==> src/rtl/singlecycle_pkg.sv <==
// Shared types and constants for the single-cycle RV32I core.
//   LsuState_e  : load/store unit FSM states (IDLE, REQ, RESP)
//   LSU_*       : funct3 encodings for load/store width and signedness
//   SZ_*        : access size classes derived from funct3
//   lsu_size()  : funct3 -> size class (unlisted encodings behave as word)
//   lsu_misaligned() : size class + byte offset -> misalignment flag
package singlecycle_pkg;

  localparam int unsigned LSUSTATE_W = 2;

  typedef enum logic [LSUSTATE_W-1:0] {
    IDLE = 2'd0,
    REQ  = 2'd1,
    RESP = 2'd2
  } LsuState_e;

  localparam logic [2:0] LSU_B  = 3'b000;
  localparam logic [2:0] LSU_H  = 3'b001;
  localparam logic [2:0] LSU_W  = 3'b010;
  localparam logic [2:0] LSU_BU = 3'b100;
  localparam logic [2:0] LSU_HU = 3'b101;

  localparam logic [1:0] SZ_B = 2'd0;
  localparam logic [1:0] SZ_H = 2'd1;
  localparam logic [1:0] SZ_W = 2'd2;

  function automatic logic [1:0] lsu_size(input logic [2:0] funct3);
    logic [1:0] sz;
    case (funct3)
      LSU_B, LSU_BU: sz = SZ_B;
      LSU_H, LSU_HU: sz = SZ_H;
      default:       sz = SZ_W;
    endcase
    return sz;
  endfunction

  function automatic logic lsu_misaligned(input logic [1:0] sz, input logic [1:0] off);
    logic mis;
    case (sz)
      SZ_B:    mis = 1'b0;
      SZ_H:    mis = off[0];
      default: mis = |off;
    endcase
    return mis;
  endfunction

endpackage

==> src/rtl/lsu_align.sv <==
// Purely combinational lane logic for the load/store unit.
// Request side (from byte address, funct3, store data):
//   o_word_addr  : address bits [31:2]
//   o_off        : effective byte offset used for the access
//   o_be         : byte enables
//   o_wdata      : store data replicated across the active lanes
//   o_misaligned : access is misaligned
// Load side (from captured funct3/offset and memory read word):
//   o_ld_data    : shifted and sign/zero-extended load result
// Macro LSU_MISALIGN_CHECK_EN: when defined, misalignment is flagged;
// otherwise the flag is 0 and the offending low offset bits are cleared.
module lsu_align
  import singlecycle_pkg::*;
(
  input  logic [31:0] i_addr,
  input  logic [2:0]  i_funct3,
  input  logic [31:0] i_st_data,
  input  logic [2:0]  i_ld_funct3,
  input  logic [1:0]  i_ld_off,
  input  logic [31:0] i_rdata,
  output logic [29:0] o_word_addr,
  output logic [1:0]  o_off,
  output logic [3:0]  o_be,
  output logic [31:0] o_wdata,
  output logic        o_misaligned,
  output logic [31:0] o_ld_data
);

  logic [1:0]  sz;
  logic [1:0]  off;
  logic [31:0] shifted;

  always_comb begin
    sz           = lsu_size(i_funct3);
    off          = i_addr[1:0];
    o_misaligned = 1'b0;
`ifdef LSU_MISALIGN_CHECK_EN
    o_misaligned = lsu_misaligned(sz, i_addr[1:0]);
`else
    if (sz == SZ_H) begin
      off[0] = 1'b0;
    end else if (sz == SZ_W) begin
      off = '0;
    end
`endif
    o_off       = off;
    o_word_addr = i_addr[31:2];
    o_be        = '1;
    o_wdata     = i_st_data;
    case (sz)
      SZ_B: begin
        o_be    = 4'b0001 << off;
        o_wdata = {4{i_st_data[7:0]}};
      end
      SZ_H: begin
        o_be    = 4'b0011 << {off[1], 1'b0};
        o_wdata = {2{i_st_data[15:0]}};
      end
      default: begin
        o_be    = '1;
        o_wdata = i_st_data;
      end
    endcase
  end

  always_comb begin
    shifted = i_rdata >> {i_ld_off, 3'b000};
    case (i_ld_funct3)
      LSU_B:   o_ld_data = {{24{shifted[7]}}, shifted[7:0]};
      LSU_H:   o_ld_data = {{16{shifted[15]}}, shifted[15:0]};
      LSU_BU:  o_ld_data = {24'd0, shifted[7:0]};
      LSU_HU:  o_ld_data = {16'd0, shifted[15:0]};
      default: o_ld_data = shifted;
    endcase
  end

endmodule

==> src/rtl/lsu.sv <==
// Load/store unit: responder to the control unit's lsu_VALID/lsu_READY
// handshake, running one request/ack transaction on the data memory port.
// Ports:
//   i_clk, i_rst       : clock, asynchronous active-high reset
//   lsu_VALID/READY    : access request in / one-cycle completion pulse out
//   i_st_mem, i_funct3 : store/load select, width/sign
//   i_addr, i_st_data  : byte address, store data (rs2)
//   o_ld_data          : extended load result (held after READY)
//   o_misaligned       : misaligned access flag (valid with READY)
//   o_mem_*            : memory request, write enable, word address,
//                        byte enables, write data
//   i_mem_ack/rdata    : memory completion and read word
// Macro LSU_MISALIGN_CHECK_EN enables misalignment suppression (see lsu_align).
module lsu
  import singlecycle_pkg::*;
#(
  parameter int unsigned MEM_AW = 30
) (
  input  logic              i_clk,
  input  logic              i_rst,
  input  logic              lsu_VALID,
  output logic              lsu_READY,
  input  logic              i_st_mem,
  input  logic [2:0]        i_funct3,
  input  logic [31:0]       i_addr,
  input  logic [31:0]       i_st_data,
  output logic [31:0]       o_ld_data,
  output logic              o_misaligned,
  output logic              o_mem_req,
  output logic              o_mem_we,
  output logic [MEM_AW-1:0] o_mem_addr,
  output logic [3:0]        o_mem_be,
  output logic [31:0]       o_mem_wdata,
  input  logic              i_mem_ack,
  input  logic [31:0]       i_mem_rdata
);

  LsuState_e   state_q, state_d;
  logic [29:0] waddr_q, waddr_d;
  logic [3:0]  be_q, be_d;
  logic [31:0] wdata_q, wdata_d;
  logic        we_q, we_d;
  logic [2:0]  f3_q, f3_d;
  logic [1:0]  off_q, off_d;
  logic        misal_q, misal_d;
  logic [31:0] ld_q, ld_d;

  logic [29:0] al_waddr;
  logic [1:0]  al_off;
  logic [3:0]  al_be;
  logic [31:0] al_wdata;
  logic        al_misal;
  logic [31:0] al_ld;

  // Request fields are decoded from the live inputs and registered at accept,
  // so memory-side outputs come straight from flops and stay stable in REQ.
  lsu_align u_align (
    .i_addr       (i_addr),
    .i_funct3     (i_funct3),
    .i_st_data    (i_st_data),
    .i_ld_funct3  (f3_q),
    .i_ld_off     (off_q),
    .i_rdata      (i_mem_rdata),
    .o_word_addr  (al_waddr),
    .o_off        (al_off),
    .o_be         (al_be),
    .o_wdata      (al_wdata),
    .o_misaligned (al_misal),
    .o_ld_data    (al_ld)
  );

  always_comb begin
    state_d = state_q;
    waddr_d = waddr_q;
    be_d    = be_q;
    wdata_d = wdata_q;
    we_d    = we_q;
    f3_d    = f3_q;
    off_d   = off_q;
    misal_d = misal_q;
    ld_d    = ld_q;
    case (state_q)
      IDLE: begin
        if (lsu_VALID) begin
          waddr_d = al_waddr;
          be_d    = al_be;
          wdata_d = al_wdata;
          we_d    = i_st_mem;
          f3_d    = i_funct3;
          off_d   = al_off;
          misal_d = al_misal;
          if (al_misal) begin
            ld_d    = '0;
            state_d = RESP;
          end else begin
            state_d = REQ;
          end
        end
      end
      REQ: begin
        if (i_mem_ack) begin
          if (!we_q) begin
            ld_d = al_ld;
          end
          state_d = RESP;
        end
      end
      RESP:    state_d = IDLE;
      default: state_d = IDLE;
    endcase
  end

  always_ff @(posedge i_clk or posedge i_rst) begin
    if (i_rst) begin
      state_q <= IDLE;
      waddr_q <= '0;
      be_q    <= '0;
      wdata_q <= '0;
      we_q    <= 1'b0;
      f3_q    <= '0;
      off_q   <= '0;
      misal_q <= 1'b0;
      ld_q    <= '0;
    end else begin
      state_q <= state_d;
      waddr_q <= waddr_d;
      be_q    <= be_d;
      wdata_q <= wdata_d;
      we_q    <= we_d;
      f3_q    <= f3_d;
      off_q   <= off_d;
      misal_q <= misal_d;
      ld_q    <= ld_d;
    end
  end

  assign o_mem_req    = (state_q == REQ);
  assign lsu_READY    = (state_q == RESP);
  assign o_mem_we     = we_q & o_mem_req;
  assign o_mem_addr   = waddr_q[MEM_AW-1:0];
  assign o_mem_be     = be_q;
  assign o_mem_wdata  = wdata_q;
  assign o_misaligned = misal_q;
  assign o_ld_data    = ld_q;

endmodule

==> config.mk <==
export PLATFORM = sky130hd
export DESIGN_NAME = lsu
export DESIGN_NICKNAME = d
export VERILOG_FILES = /design/src/rtl/singlecycle_pkg.sv /design/src/rtl/lsu_align.sv /design/src/rtl/lsu.sv
export SDC_FILE = /design/constraint.sdc
export NUM_CORES = 1
export LEC_CHECK = 0
export BUFFER_PORTS_ARGS = -buffer_cell sky130_fd_sc_hd__buf_2
export CAP_MARGIN = 20
export CELL_PAD_IN_SITES_DETAIL_PLACEMENT = 1
export CELL_PAD_IN_SITES_GLOBAL_PLACEMENT = 2
export CORE_MARGIN = 2
export CORE_UTILIZATION = 27
export DETAILED_ROUTE_END_ITERATION = 7
export GPL_ROUTABILITY_DRIVEN = 0
export PLACE_DENSITY = 0.76
export SETUP_SLACK_MARGIN = 0.05
export SLEW_MARGIN = 25
export SYNTH_ARGS = -nofsm -noshare
export SYNTH_HDL_FRONTEND = slang
export SYNTH_SLANG_ARGS = --single-unit
==> constraint.sdc <==
create_clock -name i_clk -period 3.8 [get_ports i_clk]
set_clock_uncertainty 0.1 [all_clocks]
set_input_delay 0.38 -clock i_clk [delete_from_list [all_inputs] [get_ports i_clk]]
set_output_delay 0.38 -clock i_clk [all_outputs]
set_load 0.02 [all_outputs]
==> qor.yml, run 1 <==
dr.pass1.iters: 4
crit_fanout: 26
grt_setup_unrepaired: "no"
final_cell_mix: "buf_2 (204), nand2_1 (166), dfrtp_1 (105), nor2_1 (50), a21oi_1 (46)"
synth-edff-count: 0
slowest_delay_ns: 0.61
status: "finished, final reports clean"
critPathLaunchType: "flop"
clkPwrFrac_pct: 18.3
p_leak_nw: 3.31
netSwitchingFraction_pct: 44.0
seqPwrFrac_pct: 38.1
drt_iter0_drc: 135
worst_setup_path_end_kind: "flop"
setup_violations: 0
design.die.area_sq_mm: 0.0195
ff2ff_setup_slack_ns: 1.41
vias_per_cell: 4.65
ant_nets: 0
clockBufferDepth: 2
insertion_delay_ns: 0.35
cts_tree: "built"
p_comb_share_pct: 43.6
drt-total-wl_mm: 16.2
fmax_mhz: 418
io_pins: 206
grt_max_degree: 55
yosysSeqAreaShare_pct: 53.4
p_int_mw: 2.84
final_core_util_pct: 35.7
tns_ns: 0
netlist_instances: 548
post-cts-setup-buffers: 0
clk_pin_slew_ns: 0.07
placed_area_sq_mm: 0.00614
use_met2_pct: 28.9
fp.dieH_um: 140
grt_usage_pct: 17.0
r2r-end: "o_ld_data[26]$_DFFE_PP0P_"
yosysTopAreaCell: "dfrtp_1"
avgSynthCellArea_sq_um: 9.06
post_cts_resized: 0
final_common_cell: "buf_2"
cts_root_buf: "clkbuf_16"
pwr_density_cell_mw_per_mm2: 789
finalMaxSlewViolations: 0
finalCriticalPeriod_ns: 2.39
synth_warnings: 0
reg2reg_from: "off_q[1]$_DFFE_PP0P_"
htree_levels: 3
cp_data_required_time_ns: 3.98
nets: 834
yosys_register_bits: 106
grt_overflow: 0
rr_worst_depth: 5
crit_chain: "buf_4 -> nor2b_1 -> nor2b_1 -> a21oi_1 -> a21oi_1"
synth_cell_types: 33
grt.busiest_layer: "met2"
synth.top_cells.by_area: "dfrtp_1 (53%), nand2_1 (13%), mux2i_1 (8.3%)"
cts.sink_count: 106
maxSlewHeadroom_pct: 37.3
slowest_stage: "nor2b_1"
async_flop_share_pct: 100
timing.max_cap.violations: 0
hold_path.class: "input port to asynchronous set/reset pin"
port_buffers: 204
crit_cells: 5
crit_arrival_ns: 2.57
use_met1_pct: 20.6
grt_pass1_vias: 4843
p_sw_mw: 2.24
grt_pass1_wl_mm: 26.4
synthesis.area_sq_mm: 0.00497
hpwlAfterDp_mm: 12.0
synth_top_area_share_pct: 53.4
design_area_sq_mm: 0.00643
ys.flop_type: "dfrtp_1"
drive_gt1_share_pct: 34.3
antenna_found_initial: 1
wl_per_cell_um: 16.9
fin_crit_sh_pct: 62.9
worstMarginPinSlew_ns: 0.940
die_w_um: 140
critical_path.top_delay_family: "simple AND/OR/NAND/NOR gates"
diodes: 0
num_vias: 4481
met3_usage_pct: 4.51
mappedNetlistNets: 652
cts_hold_buf: 0
start_util_pct: 27.6
crit_type: "flop to flop"
hold_viol_final: 0
cp.buffers_inverters: 1
drc: 0
cts_buffers: 9
ir_worst_vdd_mv: 0.291
row_count: 49
area_delta_synth_final_pct: 29.5
design.core.area_sq_mm: 0.0180
==> power by group through the flow <==
| stage | Combinational, mW | Sequential (mW) | Clock, mW |
|---|---|---|---|
| 2_1_floorplan | 0.888 | 2.46 | 0 |
| 3_3_place_gp | 2.20 | 1.92 | 0 |
| 3_5_place_dp | 2.26 | 1.95 | 0 |
| 4_1_cts | 2.26 | 1.94 | 0.968 |
| 5_1_grt | 2.43 | 2.01 | 1.01 |
| 6_report | 2.21 | 1.93 | 0.929 |
==> how the worst max path moves through the flow <==
stage	startpoint	endpoint	slack (ns)
6_report	off_q[1]$_DFFE_PP0P_	o_ld_data[26]$_DFFE_PP0P_	1.41
5_1_grt	off_q[1]$_DFFE_PP0P_	o_ld_data[27]$_DFFE_PP0P_	1.17
4_1_cts	off_q[1]$_DFFE_PP0P_	o_ld_data[26]$_DFFE_PP0P_	1.37
3_5_place_dp	off_q[1]$_DFFE_PP0P_	o_ld_data[26]$_DFFE_PP0P_	1.39
3_3_place_gp	off_q[0]$_DFFE_PP0P_	o_ld_data[30]$_DFFE_PP0P_	1.29
2_1_floorplan	i_rst	f3_q[0]$_DFFE_PP0P_	0.53
==> cell type report <==
class / count / area (sq um)
clock buffers: 12 / 267
fillers: 2180 / 11600
multi-input cells: 401 / 2120
clock inverters: 3 / 23.8
flip-flops and latches: 106 / 2650
well taps: 229 / 287
inverters: 3 / 13.8
repair buffers: 209 / 1070
==> routing by layer <==
layer  wire [um]  share of wire (%)
met1        6910                 43
met2        7980                 49
met3         968                6.0
met4         389                2.4
met5           0                  0
==> kinds of logic (layout without fill, tap and decap cells) <==
group | count (synthesis) | in the layout | synth area share (%)
buf+inv | 41 | 227 | 4.08
flops | 106 | 106 | 53.4
other cells | 1 | 1 | 0.0755
simple gates | 246 | 246 | 20.6
mux | 49 | 49 | 10.1
compound gates | 105 | 105 | 11.8
==> Yosys cell counts, types with 2 or more instances <==
master    count
a31oi_1       3
buf_6         3
a21oi_2      11
dfrtp_1     106
buf_2        12
mux2_2        8
nand3_1       2
and2_1        9
buf_1         2
nand2_1     167
mux2i_1      41
inv_1         3
nand2b_1      4
a21oi_1      46
clkbuf_1     18
o21ai_1      14
buf_4         3
nor2_1       50
nand3b_1      2
o21ai_0      28
nor2b_1       4
==> through the flow <==
stage	cells	total power, mW	hold slack (ns)	setup slack [ns]
floorplan	548	3.35	0.365	0.531
global placement	948	4.12	0.355	1.29
CTS	963	5.17	0.0759	1.37
global route	963	5.44	0.0989	1.17
detailed placement	948	4.21	0.360	1.39
finish	963	5.08	0.0270	1.41
==> flip-flops by register name, summed over array words and instances, names as in the netlist <==
name         cells
o_ld_data       32
o_mem_wdata     32
o_mem_addr      30
o_mem_be         4
f3_q             3
off_q            2
state_q          2
we_q             1
(Power assumes the default switching activity.)
==> inputs of run 2 (changes only) <==
--- a/config.mk
+++ b/config.mk
@@ -10,10 +10,10 @@
 export CELL_PAD_IN_SITES_DETAIL_PLACEMENT = 1
 export CELL_PAD_IN_SITES_GLOBAL_PLACEMENT = 2
 export CORE_MARGIN = 2
-export CORE_UTILIZATION = 27
+export CORE_UTILIZATION = 25
 export DETAILED_ROUTE_END_ITERATION = 7
 export GPL_ROUTABILITY_DRIVEN = 0
-export PLACE_DENSITY = 0.76
+export PLACE_DENSITY = 0.74
 export SETUP_SLACK_MARGIN = 0.05
 export SLEW_MARGIN = 25
 export SYNTH_ARGS = -nofsm -noshare
==> constraint.sdc (replaced) <==
create_clock -name i_clk -period 2.1 [get_ports i_clk]
set_clock_uncertainty 0.1 [all_clocks]
set_input_delay 0.21 -clock i_clk [delete_from_list [all_inputs] [get_ports i_clk]]
set_output_delay 0.21 -clock i_clk [all_outputs]
set_load 0.02 [all_outputs]
==> qor.yml, run 2 (same netlist as run 1, synthesis figures left out) <==
port_buffers: 204
io_pins: 206
worstHoldPathCells: 3
seqPwrFrac_pct: 37.0
worst_setup_path_end_kind: "flop"
start_util_pct: 25.5
p_comb_share_pct: 44.6
critical_path.top_delay_family: "simple AND/OR/NAND/NOR gates"
drive_gt1_share_pct: 33.2
status: "finished, final reports clean"
design_area_sq_mm: 0.00692
hold_path.class: "input port to flop"
met3_usage_pct: 5.50
crit_type: "flop to flop"
clockBufferDepth: 2
grt_max_degree: 56
crit_chain: "buf_4 -> nor2b_1 -> and2_1 -> o21ai_0 -> a21oi_1"
die_w_um: 145
drt_iter0_drc: 167
placed_area_sq_mm: 0.00626
setup_violations: 0
cp_data_required_time_ns: 2.26
total_power_mw: 9.39
ant_nets: 0
netSwitchingFraction_pct: 43.2
final_common_cell: "buf_2"
worstMarginPinSlew_ns: 0.577
use_met2_pct: 26.0
grt_pass1_wl_mm: 27.3
tns_ns: 0
cp.buffers_inverters: 1
grt_pass1_vias: 5001
cts.sink_count: 106
hpwlAfterDp_mm: 12.3
design.core.area_sq_mm: 0.0195
final_cell_mix: "buf_2 (204), nand2_1 (166), dfrtp_1 (106), nor2_1 (50), a21oi_1 (46)"
area_delta_synth_final_pct: 39.3
use_met1_pct: 20.6
grt_setup_unrepaired: "no"
vias_per_cell: 4.48
cts_tree: "built"
dp_cells: 991
post_cts_resized: 0
antenna_found_initial: 3
cts_root_buf: "clkbuf_16"
ir_worst_vdd_mv: 0.466
drt-total-wl_mm: 16.8
nets: 876
cts_buffers: 9
critPathLaunchType: "flop"
p_sw_mw: 4.05
slowest_stage: "dfrtp_1"
slowest_delay_ns: 0.42
finalCriticalPeriod_ns: 1.81
finalMaxSlewViolations: 0
p_int_mw: 5.33
final_cells: 1040
pwr_density_cell_mw_per_mm2: 1360
crit_cells: 5
clk_pin_slew_ns: 0.07
grt_overflow: 0
wl_per_cell_um: 16.1
hold_viol_final: 0
grt.busiest_layer: "met2"
grt_usage_pct: 16.2
design.die.area_sq_mm: 0.0210
num_vias: 4661
row_count: 51
crit_fanout: 29
maxSlewHeadroom_pct: 61.4
dr.pass1.iters: 4
fp.dieH_um: 145
drc: 0
htree_levels: 3
crit_arrival_ns: 1.97
clkPwrFrac_pct: 18.4
diodes: 0
fmax_mhz: 552
rr_worst_depth: 5
p_leak_nw: 3.51
timing.max_cap.violations: 0
fin_crit_sh_pct: 86.3
insertion_delay_ns: 0.34
==> run 2: timing repair <==
item                                   in CTS  in global routing
setup endpoints to repair                   6                  0
setup buffers                               1                  0
endpoints found under the hold margin     139                  0
hold buffers                               34                  0
==> run 2: layout make-up <==
type                            instances  area (sq um)
Sequential cell                       106          2650
Tap cell                              265           332
Multi-Input combinational cell        401          2110
Clock inverter                          3          40.0
Fill cell                            2330         12500
Clock buffer                           11           253
Inverter                                3          15.0
Timing Repair Buffer                  251          1510
==> run 2: path summary, 6_finish.rpt <==
kind	from	to	slack, ns
setup / recovery	off_q[0]$_DFFE_PP0P_	o_ld_data[14]$_DFFE_PP0P_	0.29
hold / removal	i_st_data[6]	o_mem_wdata[6]$_DFFE_PP0P_	0.01
setup reg to reg	off_q[0]$_DFFE_PP0P_	o_ld_data[14]$_DFFE_PP0P_	0.29
hold reg to reg	o_mem_wdata[1]$_DFFE_PP0P_	o_mem_wdata[1]$_DFFE_PP0P_	0.37
max in group asynchronous	i_rst	o_mem_addr[28]$_DFFE_PP0P_	1.19
min in group asynchronous	i_rst	o_ld_data[15]$_DFFE_PP0P_	0.44
==> run 2: worst min-delay path, cell delays in order <==
cell,delay (ns)
buf_2,0.12
nand2_1,0.05
nand2_1,0.05
==> run 2: layer usage <==
layer | wire, um | part of all wire, % | vias up
li1 | - | - | 2235
met1 | 7460 | 45 | 2246
met2 | 7700 | 46 | 154
met4 | 253 | 1.5 | 6
met5 | 38 | 0.23 | -
met3 | 1300 | 7.8 | 20
==> run 2: power by group through the flow <==
stage	logic [mW]	registers (mW)	clock network [mW]
6_report	4.19	3.47	1.72
5_1_grt	4.60	3.60	1.86
4_1_cts	4.26	3.49	1.79
3_5_place_dp	4.16	3.51	0
3_3_place_gp	4.07	3.47	0
2_1_floorplan	1.61	4.46	0
==> run 2: stage by stage <==
stage               utilization, %  setup slack [ns]  hold slack (ns)
floorplan                        -             0.516            0.215
global placement              32.2             0.192            0.276
detailed placement            32.2            0.0225            0.268
CTS                           35.5             0.272          0.00480
global route                  35.5             0.116           0.0212
finish                        35.5             0.287           0.0128
==> inputs of run 3 (changes only) <==
--- a/config.mk
+++ b/config.mk
@@ -10,10 +10,10 @@
 export CELL_PAD_IN_SITES_DETAIL_PLACEMENT = 1
 export CELL_PAD_IN_SITES_GLOBAL_PLACEMENT = 2
 export CORE_MARGIN = 2
-export CORE_UTILIZATION = 25
+export CORE_UTILIZATION = 27
 export DETAILED_ROUTE_END_ITERATION = 7
 export GPL_ROUTABILITY_DRIVEN = 0
-export PLACE_DENSITY = 0.74
+export PLACE_DENSITY = 0.76
 export SETUP_SLACK_MARGIN = 0.05
 export SLEW_MARGIN = 25
 export SYNTH_ARGS = -nofsm -noshare
==> constraint.sdc (replaced) <==
create_clock -name i_clk -period 2 [get_ports i_clk]
set_clock_uncertainty 0.1 [all_clocks]
set_input_delay 0.2 -clock i_clk [delete_from_list [all_inputs] [get_ports i_clk]]
set_output_delay 0.2 -clock i_clk [all_outputs]
set_load 0.02 [all_outputs]
==> qor.yml, run 3 (same netlist as run 1, synthesis figures left out) <==
drive_gt1_share_pct: 32.9
finalMaxSlewViolations: 0
critPathLaunchType: "flop"
grt_overflow: 0
setup_violations: 0
grt_pass1_vias: 5151
grt_pass1_wl_mm: 27.6
fmax_mhz: 565
htree_levels: 3
start_util_pct: 27.6
post_cts_resized: 0
whs_ns: 0.00926
crit_chain: "mux2i_1 -> mux2i_1 -> a21oi_2 -> a21oi_1"
antenna_found_initial: 2
drc: 0
crit_top_cell: "mux2i_1"
grt_usage_pct: 17.7
worst_setup_path_end_kind: "flop"
design.die.area_sq_mm: 0.0195
hpwlAfterDp_mm: 12.0
die_w_um: 140
timing.max_cap.violations: 0
insertion_delay_ns: 0.34
design.core.area_sq_mm: 0.0180
grt_max_degree: 107
vias_per_cell: 4.71
worstMarginPinSlew_ns: 0.646
placed_area_sq_mm: 0.00620
cp_data_required_time_ns: 2.11
fin_crit_sh_pct: 88.5
final_cell_mix: "buf_2 (204), nand2_1 (166), dfrtp_1 (106), nor2_1 (50), a21oi_1 (46)"
maxSlewHeadroom_pct: 57.0
num_vias: 4748
tns_ns: 0
cts_buffers: 9
finalCriticalPeriod_ns: 1.77
cts_tree: "built"
cts.sink_count: 106
slowest_stage: "dfrtp_1"
row_count: 49
fill_cells: 2161
timing.final.ws_setup_ns: 0.229
ant_nets: 0
dr.pass1.iters: 4
register_area_sq_mm: 0.00265
ir_worst_vdd_mv: 0.596
cts_root_buf: "clkbuf_16"
dp_worst_setup_slack_ns: -0.102
p_leak_nw: 3.49
final_core_util_pct: 38.0
wl_per_cell_um: 16.9
design_area_sq_mm: 0.00685
area_delta_synth_final_pct: 38.0
crit_fanout: 8
crit_type: "flop to flop"
final_common_cell: "buf_2"
pwr_density_cell_mw_per_mm2: 1420
drt-total-wl_mm: 17.0
nets: 878
clockBufferDepth: 2
fp.dieH_um: 140
port_buffers: 204
multi_input_area_sq_mm: 0.00211
hold_viol_final: 0
clk_pin_slew_ns: 0.07
status: "finished, final reports clean"
crit_arrival_ns: 1.88
slowest_delay_ns: 0.47
drt_iter0_drc: 115
hold_path.class: "input port to flop"
grt_setup_unrepaired: "no"
io_pins: 206
==> run 3: final timing paths <==
kind	from	to	slack, ns	cells past startpoint
hold reg to reg	o_mem_addr[18]$_DFFE_PP0P_	o_mem_addr[18]$_DFFE_PP0P_	0.37	2
min in group asynchronous	i_rst	o_ld_data[10]$_DFFE_PP0P_	0.47	4
setup / recovery	off_q[1]$_DFFE_PP0P_	o_ld_data[11]$_DFFE_PP0P_	0.23	4
setup reg to reg	off_q[1]$_DFFE_PP0P_	o_ld_data[11]$_DFFE_PP0P_	0.23	4
max in group asynchronous	i_rst	o_mem_wdata[27]$_DFFE_PP0P_	0.88	4
hold / removal	i_st_data[7]	o_mem_wdata[7]$_DFFE_PP0P_	0.009	3
==> run 3: layout make-up <==
cell class                      count  share of cell area (%)
Clock buffer                       11                    3.40
Antenna cell                        2                  0.0730
Sequential cell                   106                    38.7
Multi-Input combinational cell    401                    30.9
Tap cell                          229                    4.18
Clock inverter                      4                   0.438
Inverter                            3                   0.219
Timing Repair Buffer              253                    22.1
==> run 3: where the power goes <==
part	internal, mW	leakage (nW)	switching, mW
clock network	0.843	0.126	0.816
registers	3.07	1.28	0.557
logic	1.52	2.08	2.91
total	5.43	3.49	4.29
==> run 3: per-layer routing <==
metal / up-vias / wire length [um] / GRT usage (%)
met5: - / 0 / 0
li1: 2248 / - / -
met4: 0 / 432 / 6.89
met1: 2321 / 6950 / 20.8
met3: 30 / 985 / 3.99
met2: 149 / 8630 / 31.6
==> run 3: timing repair <==
item,4_1_cts,5_1_grt
setup endpoints to repair,16,0
hold endpoints to repair,141,0
buffers inserted,1,0
hold buffers,36,0
==> run 3: critical path, delay by kind of cell (launching register included) <==
kind	cells	cell delay, ns
multiplexers	2	0.55
AO/OA/AOI/OAI	2	0.51
flip-flops	1	0.47
==> run 3: through the flow <==
| step | total power, mW | cells |
|---|---|---|
| 2_1_floorplan | 6.37 | 548 |
| 3_3_place_gp | 7.88 | 955 |
| 3_5_place_dp | 8.06 | 955 |
| 4_1_cts | 9.87 | 1007 |
| 5_1_grt | 10.4 | 1008 |
| 6_report | 9.72 | 1009 |
